## src/rtl/sccb_pkg.sv

```systemverilog
`default_nettype none
// ----------------------------------------------------------------------------
// sccb_pkg: shared state encoding, framing constants and bit selection helper.
// Rev 1.0
// ----------------------------------------------------------------------------
package sccb_pkg;

  typedef enum logic [2:0] {
    IDLE  = 3'd0,
    START = 3'd1,
    BIT   = 3'd2,
    STOP  = 3'd3,
    DONE  = 3'd4
  } state_t;

  localparam int NUM_PHASES     = 3;
  localparam int BITS_PER_PHASE = 9;
  localparam int TICKS_PER_BIT  = 4;
  localparam int TXN_TICKS      = 4 + NUM_PHASES * BITS_PER_PHASE * TICKS_PER_BIT + 4;

  localparam int              Q_W        = $clog2(TICKS_PER_BIT);
  localparam logic [3:0]      LAST_BIT   = 4'(BITS_PER_PHASE - 1);
  localparam logic [1:0]      LAST_PHASE = 2'(NUM_PHASES - 1);

  // MSB-first bit of the byte belonging to the given phase
  function automatic logic phase_bit(input logic [1:0] phase, input logic [3:0] idx,
                                     input logic [7:0] id, input logic [7:0] ra,
                                     input logic [7:0] wd);
    logic [7:0] b;
    logic [2:0] pos;
    case (phase)
      2'd0:    b = id;
      2'd1:    b = ra;
      default: b = wd;
    endcase
    pos = 3'd7 - idx[2:0];
    return b[pos];
  endfunction

endpackage
`default_nettype wire

```

## src/rtl/sync_rise_detect.sv

```systemverilog
`default_nettype none
// ----------------------------------------------------------------------------
// sync_rise_detect: multi-stage synchroniser with registered rising-edge strobe.
// Rev 1.0
// ----------------------------------------------------------------------------
module sync_rise_detect #(
  parameter int SYNC_STAGES = 2
) (
  input  logic clk_in,
  input  logic rst_n,
  input  logic async_in,
  output logic rise
);

  generate
    if (SYNC_STAGES < 2) begin : g_bad_stages
      $error("sync_rise_detect: SYNC_STAGES must be at least 2");
    end
  endgenerate

  logic [SYNC_STAGES-1:0] r_sync;
  logic [SYNC_STAGES-1:0] r_fill;
  logic                   r_prev;
  logic                   r_armed;
  logic                   w_level;
  logic                   w_valid;

  assign w_level = r_sync[SYNC_STAGES-1];
  assign w_valid = r_fill[SYNC_STAGES-1];

  // r_fill marks when the chain holds real samples; a rise only counts once a
  // genuine low has been seen, so a line that is high at reset release is ignored.
  always_ff @(posedge clk_in or negedge rst_n) begin
    if (!rst_n) begin
      r_sync  <= '0;
      r_fill  <= '0;
      r_prev  <= 1'b0;
      r_armed <= 1'b0;
      rise    <= 1'b0;
    end else begin
      r_sync <= {r_sync[SYNC_STAGES-2:0], async_in};
      r_fill <= {r_fill[SYNC_STAGES-2:0], 1'b1};
      r_prev <= w_level;
      if (w_valid && !w_level) begin
        r_armed <= 1'b1;
      end
      rise <= r_armed && w_level && !r_prev;
    end
  end

endmodule
`default_nettype wire

```

## src/rtl/sccb_write_master.sv

```systemverilog
`default_nettype none
// ----------------------------------------------------------------------------
// sccb_write_master: 3-phase SCCB register write; SCCB_NACK_CHK_EN adds siod_i/nack.
// Rev 1.0
// ----------------------------------------------------------------------------
module sccb_write_master
  import sccb_pkg::*;
#(
  parameter int SYNC_STAGES = 2
) (
  input  logic       clk_in,
  input  logic       rst_n,
  input  logic       scl_ref,
  input  logic       start,
  input  logic [7:0] dev_addr,
  input  logic [7:0] reg_addr,
  input  logic [7:0] wr_data,
  output logic       busy,
  output logic       done,
  output logic       sioc,
  output logic       siod_o,
  output logic       siod_oe
`ifdef SCCB_NACK_CHK_EN
  ,
  input  logic       siod_i,
  output logic       nack
`endif
);

  state_t           r_state;
  logic [Q_W-1:0]   r_q;
  logic [3:0]       r_bit;
  logic [1:0]       r_phase;
  logic [7:0]       r_id;
  logic [7:0]       r_ra;
  logic [7:0]       r_wd;
  logic             w_tick;

  sync_rise_detect #(
    .SYNC_STAGES (SYNC_STAGES)
  ) u_sync (
    .clk_in   (clk_in),
    .rst_n    (rst_n),
    .async_in (scl_ref),
    .rise     (w_tick)
  );

  always_ff @(posedge clk_in or negedge rst_n) begin
    if (!rst_n) begin
      r_state <= IDLE;
      r_q     <= '0;
      r_bit   <= '0;
      r_phase <= '0;
      r_id    <= '0;
      r_ra    <= '0;
      r_wd    <= '0;
      sioc    <= 1'b1;
      siod_o  <= 1'b1;
      siod_oe <= 1'b0;
      busy    <= 1'b0;
      done    <= 1'b0;
`ifdef SCCB_NACK_CHK_EN
      nack    <= 1'b0;
`endif
    end else begin
      done <= 1'b0;
      case (r_state)
        IDLE: begin
          if (start) begin
            r_id    <= {dev_addr[7:1], 1'b0};
            r_ra    <= reg_addr;
            r_wd    <= wr_data;
            r_q     <= '0;
            r_bit   <= '0;
            r_phase <= '0;
            busy    <= 1'b1;
            r_state <= START;
`ifdef SCCB_NACK_CHK_EN
            nack    <= 1'b0;
`endif
          end
        end
        START: begin
          if (w_tick) begin
            r_q <= r_q + Q_W'(1);
            case (r_q)
              Q_W'(0): begin
                sioc    <= 1'b1;
                siod_o  <= 1'b1;
                siod_oe <= 1'b1;
              end
              Q_W'(1): siod_o <= 1'b0;
              Q_W'(3): begin
                sioc    <= 1'b0;
                r_state <= BIT;
              end
              default: ;
            endcase
          end
        end
        BIT: begin
          if (w_tick) begin
            r_q <= r_q + Q_W'(1);
            case (r_q)
              Q_W'(0): begin
                sioc <= 1'b0;
                // the 9th bit is released so the slave may drive it
                if (r_bit == LAST_BIT) begin
                  siod_o  <= 1'b1;
                  siod_oe <= 1'b0;
                end else begin
                  siod_o  <= phase_bit(r_phase, r_bit, r_id, r_ra, r_wd);
                  siod_oe <= 1'b1;
                end
              end
              Q_W'(2): begin
                sioc <= 1'b1;
`ifdef SCCB_NACK_CHK_EN
                if (r_bit == LAST_BIT && siod_i) begin
                  nack <= 1'b1;
                end
`endif
              end
              Q_W'(3): begin
                if (r_bit == LAST_BIT) begin
                  r_bit <= '0;
                  if (r_phase == LAST_PHASE) begin
                    r_state <= STOP;
                  end else begin
                    r_phase <= r_phase + 2'd1;
                  end
                end else begin
                  r_bit <= r_bit + 4'd1;
                end
              end
              default: ;
            endcase
          end
        end
        STOP: begin
          if (w_tick) begin
            r_q <= r_q + Q_W'(1);
            case (r_q)
              Q_W'(0): begin
                sioc    <= 1'b0;
                siod_o  <= 1'b0;
                siod_oe <= 1'b1;
              end
              Q_W'(1): sioc <= 1'b1;
              Q_W'(2): begin
                siod_o  <= 1'b1;
                siod_oe <= 1'b0;
              end
              default: begin
                busy    <= 1'b0;
                done    <= 1'b1;
                r_state <= DONE;
              end
            endcase
          end
        end
        DONE:    r_state <= IDLE;
        default: r_state <= IDLE;
      endcase
    end
  end

endmodule
`default_nettype wire

```

## config.mk

```make
export PLATFORM = sky130hd
export DESIGN_NAME = sccb_write_master
export DESIGN_NICKNAME = d
export VERILOG_FILES = /design/src/rtl/sccb_pkg.sv /design/src/rtl/sync_rise_detect.sv /design/src/rtl/sccb_write_master.sv
export SDC_FILE = /design/constraint.sdc
export NUM_CORES = 1
export LEC_CHECK = 0
export ABC_AREA = 1
export CAP_MARGIN = 20
export CELL_PAD_IN_SITES_DETAIL_PLACEMENT = 0
export CELL_PAD_IN_SITES_GLOBAL_PLACEMENT = 2
export CORE_UTILIZATION = 28
export CTS_CLUSTER_DIAMETER = 50
export DETAILED_ROUTE_END_ITERATION = 6
export PLACE_DENSITY_LB_ADDON = 0.12
export SYNTH_ARGS = -nofsm -noshare
export SYNTH_HDL_FRONTEND = slang
export SYNTH_HIERARCHICAL = 1
export SYNTH_SLANG_ARGS = --single-unit
export TNS_END_PERCENT = 50
```

## constraint.sdc

```tcl
create_clock -name clk_in -period 1.39 [get_ports clk_in]
set_input_delay 0.139 -clock clk_in [delete_from_list [all_inputs] [get_ports clk_in]]
set_output_delay 0.139 -clock clk_in [all_outputs]
set_load 0.01 [all_outputs]
```

==> flow_metrics.tcl <==
set metrics [dict create \
    switching_power_mw 2.41 \
    detail-route-antenna-nets 0 \
    synth_top_family_by_area "simple AND/OR/NAND/NOR gates" \
    routed_wl_mm 5.39 \
    hold_path.class "in -> reg" \
    antenna_found_initial 0 \
    vias 2028 \
    firstDrtPassIters 4 \
    clk_path_buf_depth 2 \
    rsz0062_at_grt "yes" \
    final_cell_mix "nand2_1 (120), dfrtp_1 (44), buf_4 (34)" \
    synth_edf_count 0 \
    combPwrFrac_pct 50.0 \
    status "finished with violations" \
    cp_max_fo 8 \
    hpwl_mm 3.97 \
    drive_gt1_share_pct 19.6 \
    fin_crit_sh_pct 110 \
    cts_tree "built" \
    die_y_um 92.8 \
    synthDistinctLibCells 29 \
    cts_made_buffers 5 \
    drtIter0Drc 102 \
    power_density_nw_per_um2 1890 \
    grt_max_degree 47 \
    finalWeightedCongestion 0.848 \
    seq_area_frac_synth_pct 50.0 \
    clk_latency_ns 0.30 \
    viasPerCell 4.41 \
    crit_arrival_ns 1.76 \
    hold_viol_final 0 \
    synth-xor-area-share_pct 0 \
    synth_mux_area_share_pct 0 \
    setup-tns-final_ns -2.93 \
    failed_checks "negative setup slack" \
    fp.coreArea_um2 7850 \
    synthesis.nets 326 \
    pwr-share-clk_pct 13.9 \
    drv_slew 0 \
    cp-start-kind "register" \
    io_pins 33 \
    intPower_mw 3.54 \
    netlist_instances 289 \
    drv_cap 0 \
    setup_viol 33 \
    start_util_pct 29.4 \
    crit_type "reg -> reg" \
    yosys_register_bits 46 \
    netlist_area_um2 2310 \
    finClkSkew_ns 0.00563 \
    rows 32 \
    synth-compound-area-share_pct 8.03 \
    area_growth_pct 36.4 \
    synthAdderAreaFrac_pct 4.88 \
    port_buffers 31 \
    dp_slack_ns -0.193 \
    cp.required_ns 1.63 \
    grt_usage_pct 13.9 \
    overflow 0 \
    ys.flop_type "dfrtp_1" \
    fmax_ghz 0.655 \
    crit_path_start "r_phase[0]$_DFFE_PN0P_" \
    die_w_um 92.8 \
    vdd_ir_drop_max_mv 0.535 \
    cts.clk_slew.worst_paths_ns 0.09 \
    p_sw_share_pct 40.4 \
    yosys.area_share.simple_pct 30.9 \
    drc 0 \
    worst_setup_path_end_kind "register" \
    grt_pass1_wl_mm 9.39 \
    dp_cells 448 \
    grt_pass1_vias 2022 \
    sequentialPowerShare_pct 36.1 \
    p_leak_nw 1.53 \
    yosysWarnings 6 \
    diodes 0 \
    die_area_um2 8600 \
    cts.htree.levels 2 \
    final_common_cell "nand2_1" \
    ys_async_sr_fraction_pct 100 \
    layoutNonFillerInstCount 460 \
    root_buffer "clkbuf_8" \
    cts.sinks 46 \
    syn_area_per_cell_um2 7.98 \
    setup_slack_ns -0.136 \
    wl_per_cell_um 11.7 \
    period_minus_slack_ns 1.53 \
    final_nets 394 \
    worstHoldStart "scl_ref" \
    r2r-start "r_phase[0]$_DFFE_PN0P_" \
]
## power groups by stage
stage | Clock [mW] | Combinational (mW) | Sequential, mW
floorplan | 0 | 1.74 | 2.09
global placement | 0 | 2.84 | 2.18
detailed placement | 0 | 2.84 | 2.16
CTS | 0.875 | 2.86 | 2.15
global route | 0.919 | 3.41 | 2.21
finish | 0.828 | 2.97 | 2.15
## per-layer routing
layer | up-vias | wire, µm | global-route usage, %
li1 | 1041 | - | -
met1 | 934 | 2840 | 19.8
met2 | 46 | 2260 | 21.4
met3 | 7 | 224 | 2.79
met4 | 0 | 64 | 4.23
met5 | - | 0 | 0
## cells in the mapped netlist (2+ instances only)
| master | number | share of area (%) |
|---|---|---|
| nand2_1 | 120 | 20 |
| dfrtp_1 | 44 | 48 |
| inv_1 | 25 | 4.1 |
| nand3_1 | 15 | 3.3 |
| nor2_1 | 14 | 2.3 |
| a21oi_1 | 13 | 2.8 |
| o21ai_0 | 10 | 2.2 |
| ha_1 | 9 | 4.9 |
| nor3_1 | 5 | 1.1 |
| nor2_2 | 4 | 1.1 |
| o21ai_1 | 4 | 0.87 |
| buf_2 | 3 | 0.65 |
| clkbuf_1 | 3 | 0.49 |
| dfstp_2 | 2 | 2.3 |
| inv_2 | 2 | 0.33 |
| nand3_2 | 2 | 0.87 |
| nor2_4 | 2 | 0.98 |
## timing repair
item	CTS	global route
endpoints found under the setup margin	36	36
pin swaps	1	7
resized for setup	6	8
buffers inserted	0	3
hold buffers	1	0
hold endpoints to repair	44	0
## kinds of logic after synthesis
| kind of cell | after synthesis |
|---|---|
| fa+ha+maj | 9 |
| other cells | 1 |
| buf+inv | 34 |
| flops | 46 |
| simple gates | 167 |
| compound gates | 32 |
## area by class of cell
| type | instances | area (µm²) |
|---|---|---|
| Tap cell | 102 | 128 |
| Fill cell | 842 | 4700 |
| Clock buffer | 6 | 72.6 |
| Clock inverter | 2 | 13.8 |
| Sequential cell | 46 | 1150 |
| Inverter | 27 | 101 |
| Multi-Input combinational cell | 209 | 1070 |
| Timing Repair Buffer | 68 | 608 |
## registers in the layout, summed over array words and instances, names as in the netlist
signal          flops
r_wd                8
sioc                1
r_state             3
u_sync/r_sync       2
r_id                7
busy                1
u_sync/r_fill       2
r_phase             2
r_ra                8
u_sync/rise         1
u_sync/r_prev       1
u_sync/r_armed      1
r_bit               4
r_q                 2
done                1
siod_oe             1
siod_o              1
## metrics by stage
step | power (mW) | util (%) | hold slack [ns] | cell area (µm²)
3_5_place_dp | 5.00 | 38.1 | 0.149 | 2990
2_1_floorplan | 3.83 | - | -0.157 | 2320
3_3_place_gp | 5.02 | 38.1 | 0.148 | 2990
6_report | 5.95 | 40.1 | 0.274 | 3150
5_1_grt | 6.53 | 40.1 | 0.269 | 3150
4_1_cts | 5.88 | 39.4 | 0.263 | 3090
## path summary, 6_finish.rpt
kind                       slack, ns  cells past startpoint                    endpoint
max                            -0.14                     11          siod_o$_DFFE_PN1P_
min                             0.27                      1  u_sync/r_sync[0]$_DFF_PN0_
max reg2reg                    -0.14                     11          siod_o$_DFFE_PN1P_
min reg2reg                     0.36                      0  u_sync/r_fill[1]$_DFF_PN0_
max in group asynchronous       0.76                      3            sioc$_DFFE_PN1P_
min in group asynchronous       0.34                      3         r_id[1]$_DFFE_PN0P_
## worst max-delay path, stage by stage (launching register included)
cell and delay [ns]:
dfrtp_1 0.44, inv_2 0.08, ha_4 0.20, nor2_4 0.19, nand2_1 0.07, nand2_1 0.08
nand2_1 0.06, nand2_1 0.06, nor2_1 0.04, nand2_1 0.06, nand3_2 0.07, a21oi_2 0.13
Power figures use the tool's default switching activity.
